--- config.mk ---
export PLATFORM = sky130hd
export DESIGN_NAME = collision_search_array
export DESIGN_NICKNAME = d
export VERILOG_FILES = /design/src/rtl/collision_search_array.sv
export SDC_FILE = /design/constraint.sdc
export NUM_CORES = 2
export LEC_CHECK = 0
export ABC_AREA = 1
export CAP_MARGIN = 20
export CORE_AREA = 2 2 580 582
export CTS_BUF_LIST = sky130_fd_sc_hd__clkbuf_8
export DETAILED_ROUTE_END_ITERATION = 10
export DIE_AREA = 0 0 582 584
export PLACE_DENSITY = 0.4
export SLEW_MARGIN = 10
export SYNTH_ARGS = -nofsm -noshare
export SYNTH_HDL_FRONTEND = slang
export SYNTH_SLANG_ARGS = --single-unit
--- constraint.sdc ---
create_clock -name clk -period 40.9 [get_ports clk]
set_input_delay 4.09 -clock clk [delete_from_list [all_inputs] [get_ports clk]]
set_output_delay 4.09 -clock clk [all_outputs]
set_load 0.02 [all_outputs]
--- src/rtl/collision_search_array.sv ---
// Multi-lane SHA-1 collision searcher: feeds LANES sha1 cores in lockstep, each lane
// hashing the shared message with its own counter, and reports the lowest-lane hit.
module collision_search_array #(
   parameter int LANES = 4
) (
   input  logic                   clk,
   input  logic                   reset,
   input  logic                   start,
   input  logic                   abort,
   input  logic [4:0]             target,
   input  logic [511:0]           message,
   input  logic [31:0]            counter,
   input  logic [31:0]            increment,
   input  logic [31:0]            max_iter,
   output logic [LANES-1:0]       sha_initial,
   output logic [LANES-1:0]       sha_valid,
   output logic [32*LANES-1:0]    sha_data,
   input  logic [LANES-1:0]       sha_ready,
   input  logic [160*LANES-1:0]   sha_digest,
   output logic                   busy,
   output logic                   done,
   output logic                   found,
   output logic [3:0]             lane_id,
   output logic [31:0]            result,
   output logic [31:0]            digests_computed
);

   typedef enum logic [2:0] {S_IDLE, S_LOAD, S_WAIT, S_CHECK, S_DONE} state_e;

   state_e                  state_q, state_d;
   logic [3:0]              word_idx_q, word_idx_d;
   logic [4:0]              target_q, target_d;
   logic [511:0]            msg_q, msg_d;
   logic [31:0]             inc_q, inc_d;
   logic [31:0]             max_iter_q, max_iter_d;
   logic [31:0]             base_q, base_d;
   logic [LANES-1:0][31:0]  lane_cnt_q, lane_cnt_d;
   logic [LANES-1:0]        seen_low_q, seen_low_d;
   logic [LANES-1:0]        lane_done_q, lane_done_d;
   logic                    found_q, found_d;
   logic [3:0]              lane_id_q, lane_id_d;
   logic [31:0]             result_q, result_d;
   logic [31:0]             dig_q, dig_d;
   logic [LANES-1:0]        sha_initial_q, sha_initial_d;
   logic [LANES-1:0]        sha_valid_q, sha_valid_d;
   logic [32*LANES-1:0]     sha_data_q, sha_data_d;

   // Hit detection and lowest-lane arbitration over the current digests.
   logic [159:0]            zero_mask;
   logic [LANES-1:0]        hit;
   logic                    win_found;
   logic [3:0]              win_idx;
   logic [31:0]             win_cnt;
   logic [32:0]             dig_sum;
   logic [31:0]             dig_sat;
   logic [31:0]             step;
   int                      word_lo;

   assign step = 32'(LANES) * inc_q;

   always_comb begin
      zero_mask = ~({160{1'b1}} >> target_q);
      hit       = '0;
      win_found = 1'b0;
      win_idx   = '0;
      win_cnt   = '0;
      for (int i = 0; i < LANES; i++) begin
         hit[i] = (sha_digest[160*i +: 160] & zero_mask) == 160'd0;
      end
      for (int i = LANES - 1; i >= 0; i--) begin
         if (hit[i]) begin
            win_found = 1'b1;
            win_idx   = 4'(i);
            win_cnt   = lane_cnt_q[i];
         end
      end
      dig_sum = {1'b0, dig_q} + 33'(LANES);
      dig_sat = dig_sum[32] ? 32'hFFFF_FFFF : dig_sum[31:0];
   end

   always_comb begin
      // NOTE: every next-state signal takes its held value first so no path infers a latch.
      state_d       = state_q;
      word_idx_d    = word_idx_q;
      target_d      = target_q;
      msg_d         = msg_q;
      inc_d         = inc_q;
      max_iter_d    = max_iter_q;
      base_d        = base_q;
      lane_cnt_d    = lane_cnt_q;
      seen_low_d    = seen_low_q;
      lane_done_d   = lane_done_q;
      found_d       = found_q;
      lane_id_d     = lane_id_q;
      result_d      = result_q;
      dig_d         = dig_q;
      sha_initial_d = '0;
      sha_valid_d   = '0;
      sha_data_d    = sha_data_q;
      word_lo       = 448 - 32 * int'(word_idx_q);

      // A core has finished once its ready has dropped and come back.
      if (state_q == S_LOAD || state_q == S_WAIT) begin
         if (state_q == S_LOAD && word_idx_q == 4'd0) begin
            seen_low_d  = '0;
            lane_done_d = '0;
         end else begin
            for (int i = 0; i < LANES; i++) begin
               if (!sha_ready[i]) seen_low_d[i] = 1'b1;
               if (sha_ready[i] && seen_low_q[i]) lane_done_d[i] = 1'b1;
            end
         end
      end

      unique case (state_q)
         S_IDLE: begin
            if (start) begin
               target_d   = target;
               msg_d      = message;
               inc_d      = increment;
               max_iter_d = max_iter;
               base_d     = counter;
               found_d    = 1'b0;
               lane_id_d  = '0;
               result_d   = '0;
               dig_d      = '0;
               word_idx_d = '0;
               sha_initial_d = '1;
               sha_valid_d   = '1;
               for (int i = 0; i < LANES; i++) begin
                  lane_cnt_d[i]         = counter + 32'(i) * increment;
                  sha_data_d[32*i +: 32] = counter + 32'(i) * increment;
               end
               state_d = S_LOAD;
            end
         end
         S_LOAD: begin
            if (abort) begin
               found_d  = 1'b0;
               result_d = base_q;
               state_d  = S_DONE;
            end else if (word_idx_q == 4'd15) begin
               state_d = S_WAIT;
            end else begin
               word_idx_d  = word_idx_q + 4'd1;
               sha_valid_d = '1;
               for (int i = 0; i < LANES; i++) begin
                  sha_data_d[32*i +: 32] = msg_q[word_lo +: 32];
               end
            end
         end
         S_WAIT: begin
            if (abort) begin
               found_d  = 1'b0;
               result_d = base_q;
               state_d  = S_DONE;
            end else if (&lane_done_q) begin
               state_d = S_CHECK;
            end
         end
         S_CHECK: begin
            dig_d = dig_sat;
            if (abort) begin
               found_d  = 1'b0;
               result_d = base_q;
               state_d  = S_DONE;
            end else if (win_found) begin
               found_d   = 1'b1;
               lane_id_d = win_idx;
               result_d  = win_cnt;
               state_d   = S_DONE;
            end else if (max_iter_q != 32'd0 && dig_sat >= max_iter_q) begin
               found_d  = 1'b0;
               result_d = base_q + step;
               state_d  = S_DONE;
            end else begin
               base_d        = base_q + step;
               word_idx_d    = '0;
               sha_initial_d = '1;
               sha_valid_d   = '1;
               for (int i = 0; i < LANES; i++) begin
                  lane_cnt_d[i]          = lane_cnt_q[i] + step;
                  sha_data_d[32*i +: 32] = lane_cnt_q[i] + step;
               end
               state_d = S_LOAD;
            end
         end
         S_DONE: state_d = S_IDLE;
         default: state_d = S_IDLE;
      endcase
   end

   // NOTE: the latched message is reset too, so nothing left over from an aborted search is visible.
   always_ff @(posedge clk or posedge reset) begin
      if (reset) begin
         state_q       <= S_IDLE;
         word_idx_q    <= '0;
         target_q      <= '0;
         msg_q         <= '0;
         inc_q         <= '0;
         max_iter_q    <= '0;
         base_q        <= '0;
         lane_cnt_q    <= '0;
         seen_low_q    <= '0;
         lane_done_q   <= '0;
         found_q       <= 1'b0;
         lane_id_q     <= '0;
         result_q      <= '0;
         dig_q         <= '0;
         sha_initial_q <= '0;
         sha_valid_q   <= '0;
         sha_data_q    <= '0;
      end else begin
         state_q       <= state_d;
         word_idx_q    <= word_idx_d;
         target_q      <= target_d;
         msg_q         <= msg_d;
         inc_q         <= inc_d;
         max_iter_q    <= max_iter_d;
         base_q        <= base_d;
         lane_cnt_q    <= lane_cnt_d;
         seen_low_q    <= seen_low_d;
         lane_done_q   <= lane_done_d;
         found_q       <= found_d;
         lane_id_q     <= lane_id_d;
         result_q      <= result_d;
         dig_q         <= dig_d;
         sha_initial_q <= sha_initial_d;
         sha_valid_q   <= sha_valid_d;
         sha_data_q    <= sha_data_d;
      end
   end

   assign sha_initial      = sha_initial_q;
   assign sha_valid        = sha_valid_q;
   assign sha_data         = sha_data_q;
   assign busy             = (state_q != S_IDLE);
   assign done             = (state_q == S_DONE);
   assign found            = found_q;
   assign lane_id          = lane_id_q;
   assign result           = result_q;
   assign digests_computed = dig_q;

endmodule

==> impl_metrics.py <==
metrics = {
    "outcome": {
        "status": "finished, final reports clean",
    },
    "sta": {
        "tightest_slew_ns": 1.116,
        "min_period_ns": 8.795,
        "min_period_over_period_pct": 21.50,
        "fmax_mhz": 113.7,
        "rsz0062_at_grt": "false",
        "tns_ns": 0,
        "drv_slew": 0,
        "timing.hold.ws_ns": 0.4696,
        "setup_viol_count_final": 0,
        "fin_worst_skew_ns": 0.1405,
        "slew_headroom_pct": 24.82,
        "hold_violations": 0,
    },
    "placed_design": {
        "dp_hpwl_um": 302300,
        "io_buffers": 949,
        "placedCellCount": 14063,
        "finalWeightedCongestion": 0.9329,
    },
    "worst_setup_path": {
        "crit_fanout": 66,
        "cp-start-kind": "primary input",
        "worst_ep_required_time_ns": 41.71,
        "critPathBufInv": 6,
        "max_stage_delay_ns": 0.63,
        "cp_top_family": "buffers and inverters",
        "crit_path_cell_trace": "clkdlybuf4s50_1, nand2_1, nand2_1, nor2_1, nand2_1, nor2_2, buf_4, nand2_2, buf_4, nand2_1, nor2_2, nand2_1, nand2_1, nand2_8, nand2_4, inv_4, buf_4, buf_4, o21ai_0",
        "end_kind": "flop",
        "crit_slowest_cell": "buf_4",
        "worst_ep_arrival_time_ns": 9.60,
        "path_class": "in2reg",
        "crit_top_cell": "nand2_1",
        "rrSetupSlack_ns": 32.89,
    },
    "power": {
        "power_density_nw_per_um2": 85.51,
        "p_leak_nw": 37.79,
        "p_int_mw": 3.168,
        "clockPowerShare_pct": 16.5,
        "peakVddDrop_v": 0.00005473,
        "p_seq_share_pct": 25.2,
        "power_frac_comb_pct": 58.3,
        "switching_power_mw": 3.737,
        "swShare_pct": 54.12,
    },
    "die": {
        "rows": 212,
        "die_w_um": 582,
        "die-height_um": 584,
        "fp.dieArea_um2": 339900,
        "core-area_um2": 332900,
        "ioPinCount": 1468,
        "initial_utilization_pct": 18.63,
    },
    "global_routing": {
        "grt_usage_pct": 21.65,
        "grt_max_degree": 201,
        "grt_pass1_wl_um": 522400,
        "gr-total-overflow": 0,
        "first_global_vias": 66624,
        "antenna_found_initial": 90,
    },
    "logic_synthesis": {
        "ys_async_sr_fraction_pct": 100.0,
        "synth-edff-count": 0,
        "ys_seq_area_share_pct": 38.12,
        "synth.most_common_cell": "nand2_1",
        "synthFlopType": "dfrtp_1",
        "ys_warn_count": 0,
        "syn-cell-area_um2": 62030,
        "syn_area_per_cell_um2": 6.868,
        "ys_ff_latch": 945,
        "yosys.area.top_type": "dfrtp_1",
        "syn-instance-count": 9031,
        "ys_types": 53,
        "synth_top_area_share_pct": 38.12,
        "synth_commonest_cells": "nand2_1 (3101), o21ai_0 (1036), dfrtp_1 (945)",
        "ys_top_cells_by_area": "dfrtp_1 (38%), nand2_1 (19%), o21ai_0 (8.4%), nand3_1 (5.9%), ha_1 (5.5%)",
    },
    "layout": {
        "layout.cells.non_filler": 14459,
        "multi_input_area_um2": 33870,
        "ff_latch_area_um2": 23650,
        "nFillCells": 37265,
        "finalNetCount": 11451,
        "drive_above_1_share_pct": 4.991,
        "fin_util_pct": 24.26,
        "area_growth_pct": 30.20,
    },
    "job": {
        "cap_viol_max_count": 0,
    },
    "routing": {
        "ant_nets": 0,
        "vias_per_cell": 4.647,
        "vias": 67197,
        "wl_um": 380200,
        "drt-initial-drc-count": 5710,
        "dr.pass1.iters": 6,
        "drc": 0,
        "wl_per_cell_um": 26.30,
    },
    "clock_network": {
        "cts-root-buf": "clkbuf_8",
        "cts.sinks": 945,
        "clk_path_buf_depth": 4,
        "post-cts-setup-buffer-count": 0,
        "cts_buffers": 202,
        "cts_tree": "yes",
        "clk_pin_slew_worst_paths_ns": 0.06,
        "worst_skew_pair.late_latency_ns": 1.06,
        "postCtsHoldBufs": 0,
        "cts_resized": 0,
        "h-tree-depth": 4,
    },
    "min_path": {
        "hp-class": "reg2reg",
    },
}
layout make-up:
cell class	instances	share of cell area (%)
clock buffer	263	4.482
inverter	773	3.633
sequential	945	29.29
tap	4387	6.797
antenna	33	0.1023
multi-input combinational	6901	41.94
timing repair buffer	1058	12.87
clock inverter	99	0.8924
power by group through the flow:
stage               sequential (mW)  combinational [mW]  clock [mW]
floorplan                      1.69                2.32           0
global placement               1.74                4.03           0
detailed placement             1.75                4.04           0
CTS                            1.73                4.06        1.18
global route                   1.78                4.44        1.22
finish                         1.74                4.03        1.14
state kept, by name, indices dropped and copies added (netlist names), 30 cells and up:
signal / cells
base_q: 31
digests_computed: 32
inc_q: 30
lane_cnt_q: 125
max_iter_q: 32
msg_q: 512
result: 32
sha_data: 126
placed cells by master, fill, tap and decap left out, types with 5 or more instances in the layout:
cell / synthesis / layout
nand3_1: 726 / 726
nor3_1: 59 / 58
a31oi_1: 24 / 24
clkinvlp_4: 0 / 5
xnor2_1: 26 / 26
clkbuf_8: 0 / 263
inv_2: 9 / 7
bufinv_16: 0 / 8
nand3b_1: 18 / 18
a21oi_1: 649 / 649
nor2_1: 520 / 515
nor2_2: 4 / 6
buf_12: 0 / 6
xor2_1: 63 / 61
inv_1: 761 / 815
nand4_1: 80 / 80
diode_2: 0 / 33
o21a_1: 60 / 60
clkdlybuf4s50_1: 0 / 949
dfrtp_1: 945 / 944
nand2_2: 7 / 6
clkinv_2: 0 / 21
o21bai_1: 24 / 24
nor2_4: 2 / 5
a22oi_1: 19 / 19
a21o_1: 27 / 27
nor4_1: 21 / 20
buf_4: 28 / 102
ha_1: 271 / 270
or2_2: 45 / 45
o21ai_0: 1036 / 1035
fa_1: 38 / 38
o211ai_1: 33 / 33
o21ai_1: 11 / 12
nand2_1: 3101 / 3100
kinds of logic after synthesis:
kind of cell / synth area share, %
compound gates: 16.26
buf+inv: 7.478
fa+ha+maj: 6.693
other cells: 0.006046
simple gates: 30.18
flops: 38.12
xor+xnor: 1.257
final timing paths:
| kind | from | to | depth (start not counted) |
|---|---|---|---|
| setup / recovery | sha_digest[472] | sha_data[75] | 19 |
| hold / removal | msg_q[505] | msg_q[505] | 2 |
| setup reg to reg | digests_computed[2] | sha_data[75] | 30 |
| hold reg to reg | msg_q[505] | msg_q[505] | 2 |
| max in group asynchronous | reset | sha_data[127] | 6 |
| min in group asynchronous | reset | max_iter_q[18] | 2 |
worst reg2reg max path, delay by kind of cell, from the launching register on:
| family | cells | cell delay, ns |
|---|---|---|
| and+or+nand+nor | 23 | 4.88 |
| buffers and inverters | 4 | 1.89 |
| DFF | 1 | 0.46 |
| adders and majority gates | 2 | 0.33 |
| AOI/OAI and AO/OA | 1 | 0.23 |
stage by stage:
step | power (mW) | setup WS (ns) | area, um2
detailed placement | 5.784 | 31.13 | 76330
floorplan | 4.006 | 10.23 | 62030
finish | 6.905 | 32.10 | 80760
CTS | 6.972 | 32.22 | 80670
global route | 7.438 | 31.90 | 80720
global placement | 5.764 | 31.11 | 76300
layer usage:
layer | vias to the layer above | wire length, um | GRT usage [%] | share of wire [%]
li1 | 31338 | - | - | -
met2 | 2349 | 172000 | 34.85 | 45
met5 | - | 257 | 0 | 0.068
met1 | 32971 | 168400 | 28.75 | 44
met3 | 497 | 23540 | 3.643 | 6.2
met4 | 42 | 16040 | 8.526 | 4.2
(Power assumes the default switching activity.)
